File: config.mk
export PLATFORM = sky130hd
export DESIGN_NAME = if_fetch_stage
export DESIGN_NICKNAME = d
export VERILOG_FILES = /design/src/rtl/if_fetch_stage_pkg.sv /design/src/rtl/if_replay_buf.sv /design/src/rtl/if_fetch_stage.sv
export SDC_FILE = /design/constraint.sdc
export NUM_CORES = 1
export LEC_CHECK = 0
export CAP_MARGIN = 40
export CORE_MARGIN = 4
export CORE_UTILIZATION = 51
export DETAILED_ROUTE_END_ITERATION = 16
export HOLD_SLACK_MARGIN = 0.08
export PLACE_DENSITY = 0.81
export SYNTH_ARGS = -nofsm -noshare
export SYNTH_HDL_FRONTEND = slang
export SYNTH_SLANG_ARGS = --single-unit
export TNS_END_PERCENT = 30
File: constraint.sdc
create_clock -name clk -period 6.62 [get_ports clk]
set_clock_uncertainty 0.05 [all_clocks]
set_input_delay 1.324 -clock clk [delete_from_list [all_inputs] [get_ports clk]]
set_output_delay 1.324 -clock clk [all_outputs]
set_load 0.05 [all_outputs]
File: src/rtl/if_fetch_stage_pkg.sv
// Shared constants for the instruction-fetch stage.
// Optional build macro IF_MISALIGN_CHK_EN is off unless defined on the command line.
package if_fetch_stage_pkg;

  localparam logic [31:0] IF_RESET_PC = 32'h0000_0000;
  localparam logic [31:0] IF_NOP_INST = 32'h0000_0013;  // addi x0,x0,0
  localparam logic [31:0] IF_PC_STEP  = 32'd4;

endpackage

File: src/rtl/if_replay_buf.sv
// One-entry replay buffer: holds the fetch response that arrived while IF was held.
module if_replay_buf (
  input  logic        clk,
  input  logic        rst,
  input  logic        capture,
  input  logic        clear,
  input  logic [31:0] cap_inst,
  input  logic [31:0] cap_pc,
  output logic        buf_vld,
  output logic [31:0] buf_inst,
  output logic [31:0] buf_pc
);

  // clear wins: a redirect must discard an entry even while held
  always_ff @(posedge clk or posedge rst) begin
    if (rst) begin
      buf_vld  <= 1'b0;
      buf_inst <= '0;
      buf_pc   <= '0;
    end else if (clear) begin
      buf_vld <= 1'b0;
    end else if (capture) begin
      buf_vld  <= 1'b1;
      buf_inst <= cap_inst;
      buf_pc   <= cap_pc;
    end
  end

endmodule

File: src/rtl/if_fetch_stage.sv
// Instruction-fetch stage: PC register, 1-cycle-latency imem issue, replay on hold, squash on redirect.
// Build macro IF_MISALIGN_CHK_EN adds the sticky if_misalign_err output and word-aligns jump targets.
module if_fetch_stage
  import if_fetch_stage_pkg::*;
#(
  parameter logic [31:0] RESET_PC = IF_RESET_PC,
  parameter logic [31:0] NOP_INST = IF_NOP_INST,
  parameter logic [31:0] PC_STEP  = IF_PC_STEP
) (
  input  logic        clk,
  input  logic        rst,
  input  logic        hold_IF,
  input  logic        nop_IF,
  input  logic        jmp_vld_IF,
  input  logic [31:0] jmp_addr_IF,
  output logic        imem_en,
  output logic [31:0] imem_addr,
  input  logic [31:0] imem_rdata,
  output logic [31:0] IF_inst,
  output logic [31:0] IF_pc,
  output logic        IF_inst_vld
`ifdef IF_MISALIGN_CHK_EN
  ,
  output logic        if_misalign_err
`endif
);

  logic [31:0] pc;
  logic        rsp_vld;
  logic [31:0] rsp_pc;
  logic        redir;
  logic [31:0] last_pc;
  logic [31:0] jmp_tgt;

  logic        buf_vld;
  logic [31:0] buf_inst;
  logic [31:0] buf_pc;
  logic        buf_capture;
  logic        buf_clear;

  logic [31:0] sel_inst;
  logic [31:0] sel_pc;

`ifdef IF_MISALIGN_CHK_EN
  assign jmp_tgt = {jmp_addr_IF[31:2], 2'b00};

  always_ff @(posedge clk or posedge rst) begin
    if (rst) begin
      if_misalign_err <= 1'b0;
    end else if (jmp_vld_IF && (jmp_addr_IF[1:0] != 2'b00)) begin
      if_misalign_err <= 1'b1;
    end
  end
`else
  assign jmp_tgt = jmp_addr_IF;
`endif

  assign imem_en   = ~rst & ~hold_IF & ~jmp_vld_IF;
  assign imem_addr = pc;

  // Park a response arriving during a hold; release it on the first unheld cycle.
  assign buf_capture = hold_IF & ~jmp_vld_IF & rsp_vld & ~buf_vld;
  assign buf_clear   = jmp_vld_IF | ~hold_IF;

  if_replay_buf u_replay_buf (
    .clk      (clk),
    .rst      (rst),
    .capture  (buf_capture),
    .clear    (buf_clear),
    .cap_inst (imem_rdata),
    .cap_pc   (rsp_pc),
    .buf_vld  (buf_vld),
    .buf_inst (buf_inst),
    .buf_pc   (buf_pc)
  );

  always_ff @(posedge clk or posedge rst) begin
    if (rst) begin
      pc      <= RESET_PC;
      rsp_vld <= 1'b0;
      rsp_pc  <= RESET_PC;
      redir   <= 1'b0;
      last_pc <= RESET_PC;
    end else begin
      redir   <= jmp_vld_IF;
      last_pc <= IF_pc;
      if (jmp_vld_IF) begin
        pc      <= jmp_tgt;
        rsp_vld <= 1'b0;
      end else if (imem_en) begin
        pc      <= pc + PC_STEP;
        rsp_vld <= 1'b1;
        rsp_pc  <= pc;
      end else begin
        rsp_vld <= 1'b0;
      end
    end
  end

  // Buffered entry is older than any live response, so it is presented first.
  always_comb begin
    sel_inst = NOP_INST;
    sel_pc   = last_pc;
    if (buf_vld) begin
      sel_inst = buf_inst;
      sel_pc   = buf_pc;
    end else if (rsp_vld) begin
      sel_inst = imem_rdata;
      sel_pc   = rsp_pc;
    end
    IF_inst_vld = (buf_vld | rsp_vld) & ~nop_IF & ~jmp_vld_IF & ~redir;
    IF_inst     = IF_inst_vld ? sel_inst : NOP_INST;
    IF_pc       = sel_pc;
  end

endmodule

==> impl_metrics.json <==
{
  "status": "finished clean",
  "avgSynthCellArea_um2": 11.0,
  "setup_slack_ns": 1.69,
  "cp_top_family": "buffers and inverters",
  "pin_count": 167,
  "worstPathMaxFanout": 27,
  "final_cells": 1023,
  "setup_tns_ns": 0,
  "met1_usage_pct": 29.4,
  "yosysUniqueCellTypes": 35,
  "port_buffers": 166,
  "critPathBufInv": 4,
  "htreeDepth": 4,
  "die_x_um": 129,
  "post-place-ws_ns": 1.40,
  "cts_tree": "yes",
  "crit_required_ns": 5.25,
  "place_inst": 990,
  "crit_cells": 6,
  "grt_pass1_wl_um": 29700,
  "fin_crit_ns": 4.93,
  "synth_nets": 749,
  "postRouteAntennaNets": 0,
  "cts_buffers": 17,
  "hpwl_um": 12500,
  "clkTransAtPathRegs_ns": 0.06,
  "busiest_layer": "met2",
  "worstMarginPinSlew_ns": 0.854,
  "leakagePower_nw": 4.00,
  "syn_to_final_growth_pct": 32.4,
  "syn_area_mm2": 0.00750,
  "slowest_stage": "clkdlybuf4s50_1",
  "critPathLaunch": "jmp_vld_IF",
  "synth_edf_count": 0,
  "cts_hold_buf": 0,
  "max-slew-margin-rel_pct": 43.0,
  "cp_common_cell": "clkdlybuf4s50_1",
  "ir_drop_v": 0.000274,
  "endpoint": "IF_inst[4]",
  "post_drt_wl_per_cell_um": 17.8,
  "finalSetupViolations": 0,
  "synthFlopType": "dfrtp_1",
  "gr-total-overflow": 0,
  "gp_congestion": 0.836,
  "layout_common_cells": "clkdlybuf4s50_1, dfrtp_1, mux2_2",
  "startpoint_type": "input port",
  "antenna_cells": 0,
  "drv_cap": 0,
  "crit_chain": "clkdlybuf4s50_1 > or4_1 > buf_8 > inv_1 > o21ai_0 > clkdlybuf4s50_1",
  "clockBufferDepth": 2,
  "antenna_found_initial": 0,
  "start_util_pct": 51.8,
  "fmax_mhz": 203,
  "hold_viol_final": 0,
  "post_cts_resized": 0,
  "vias": 5814,
  "synth_warnings": 0,
  "viasPerCell": 5.68,
  "slowest_delay_ns": 0.72,
  "power_mw": 3.31,
  "reg2reg_depth": 6,
  "clockRootBuffer": "clkbuf_16",
  "drv_slew": 0,
  "synthCells": 679,
  "power_density_mw_per_mm2": 333,
  "drt_iter0_markers": 344,
  "drive_gt1_share_pct": 17.9,
  "grt_max_degree": 87,
  "firstDrtPassIters": 5,
  "routed_wl_um": 18300,
  "final_common_cell": "clkdlybuf4s50_1",
  "num_rows": 44,
  "grt_util_met3_pct": 5.56,
  "synthArstFlopShare_pct": 100,
  "remaining_drc_errors": 0,
  "yosysSeqAreaShare_pct": 54.4,
  "grt_pass1_vias": 5920,
  "post-cts-setup-buffers": 0,
  "r2r_end": "u_replay_buf.buf_pc[21]$_DFFE_PP0P_",
  "r2r_slack_ns": 3.57,
  "grt_usage_pct": 22.4,
  "ys_ff_latch": 163,
  "finalNetCount": 896,
  "grt_use_met2_pct": 36.4,
  "rsz0062_at_grt": "false",
  "fin_crit_sh_pct": 74.5,
  "criticalPathCategory": "in2out",
  "die-area_mm2": 0.0167,
  "min-delay-start": "u_replay_buf.buf_pc[17]$_DFFE_PP0P_",
  "clock_latency_ns": 0.42,
  "r2r-start": "u_replay_buf.buf_vld$_DFFE_PP0P_",
  "hold_path_class": "reg2reg",
  "endpoint_kind": "output port",
  "die_h_um": 129,
  "design.core.area_mm2": 0.0145,
  "cts_sinks": 163,
  "cp.arrival_ns": 3.56
}
sequential cells by signal (all words and copies together) (netlist names):
name / count
imem_addr: 32
last_pc: 32
redir: 1
rsp_pc: 32
rsp_vld: 1
u_replay_buf.buf_inst: 32
u_replay_buf.buf_pc: 32
u_replay_buf.buf_vld: 1
metal layers:
layer,vias to the layer above,wire length [µm]
met5,-,0
met4,0,438
met3,37,1450
met2,236,8790
met1,2854,7590
li1,2687,-
worst min path at each step:
stage,end,slack [ns],cells after the start
6_report,u_replay_buf.buf_pc[17]$_DFFE_PP0P_,0.46,1
4_1_cts,u_replay_buf.buf_pc[27]$_DFFE_PP0P_,0.46,1
2_1_floorplan,u_replay_buf.buf_pc[23]$_DFFE_PP0P_,0.43,1
5_1_grt,u_replay_buf.buf_inst[16]$_DFFE_PP0P_,0.47,1
3_3_place_gp,u_replay_buf.buf_pc[30]$_DFFE_PP0P_,0.44,1
3_5_place_dp,u_replay_buf.buf_inst[13]$_DFFE_PP0P_,0.45,1
synth_stat cells (2+ instances only):
master / n / area, µm²
a21oi_1: 23 / 115
a22oi_1: 6 / 45.0
a31oi_1: 11 / 68.8
and3_1: 6 / 37.5
and4_1: 2 / 17.5
and4_4: 2 / 22.5
buf_2: 11 / 55.1
buf_4: 7 / 52.6
clkbuf_1: 29 / 109
dfrtp_1: 163 / 4080
inv_1: 5 / 18.8
mux2_2: 98 / 1100
mux2i_1: 33 / 330
nand2_1: 82 / 308
nand3_1: 17 / 85.1
nand4_1: 8 / 50.1
nor2_1: 65 / 244
nor2b_1: 3 / 18.8
nor3b_1: 4 / 30.0
o211ai_1: 7 / 52.6
o21ai_0: 51 / 255
o31ai_1: 7 / 52.6
or3_1: 4 / 25.0
or4_1: 15 / 113
xnor2_1: 3 / 26.3
xor2_1: 8 / 70.1
layout make-up:
class                      count  area, µm²
multi-input combinational    463       3180
sequential                   163       4080
clock buffer                  19        443
fill                        1021       4550
timing repair buffer         176       1780
tap                          184        230
inverter                       5       23.8
clock inverter                13        181
cells by family (layout without fill, tap and decap cells):
family | after synthesis | count (layout) | share of synthesized area [%]
simple gates | 215 | 215 | 13.9
flops | 163 | 163 | 54.4
mux | 131 | 131 | 19.1
compound gates | 105 | 105 | 7.86
buf+inv | 53 | 213 | 3.29
xor+xnor | 11 | 11 | 1.29
fa+ha+maj | 1 | 1 | 0.167
through the flow:
stage | util (%) | hold slack (ns) | area [µm²]
5_1_grt | 68.6 | 0.465 | 9930
2_1_floorplan | - | 0.430 | 7500
4_1_cts | 68.4 | 0.460 | 9910
3_5_place_dp | 64.1 | 0.446 | 9290
3_3_place_gp | 63.8 | 0.439 | 9230
6_report | 68.6 | 0.457 | 9930
where the power goes:
part / total, mW / switching (mW) / internal [mW]
logic: 0.889 / 0.529 / 0.360
clock network: 1.03 / 0.390 / 0.641
registers: 1.38 / 0.145 / 1.24
(Power assumes the default switching activity.)
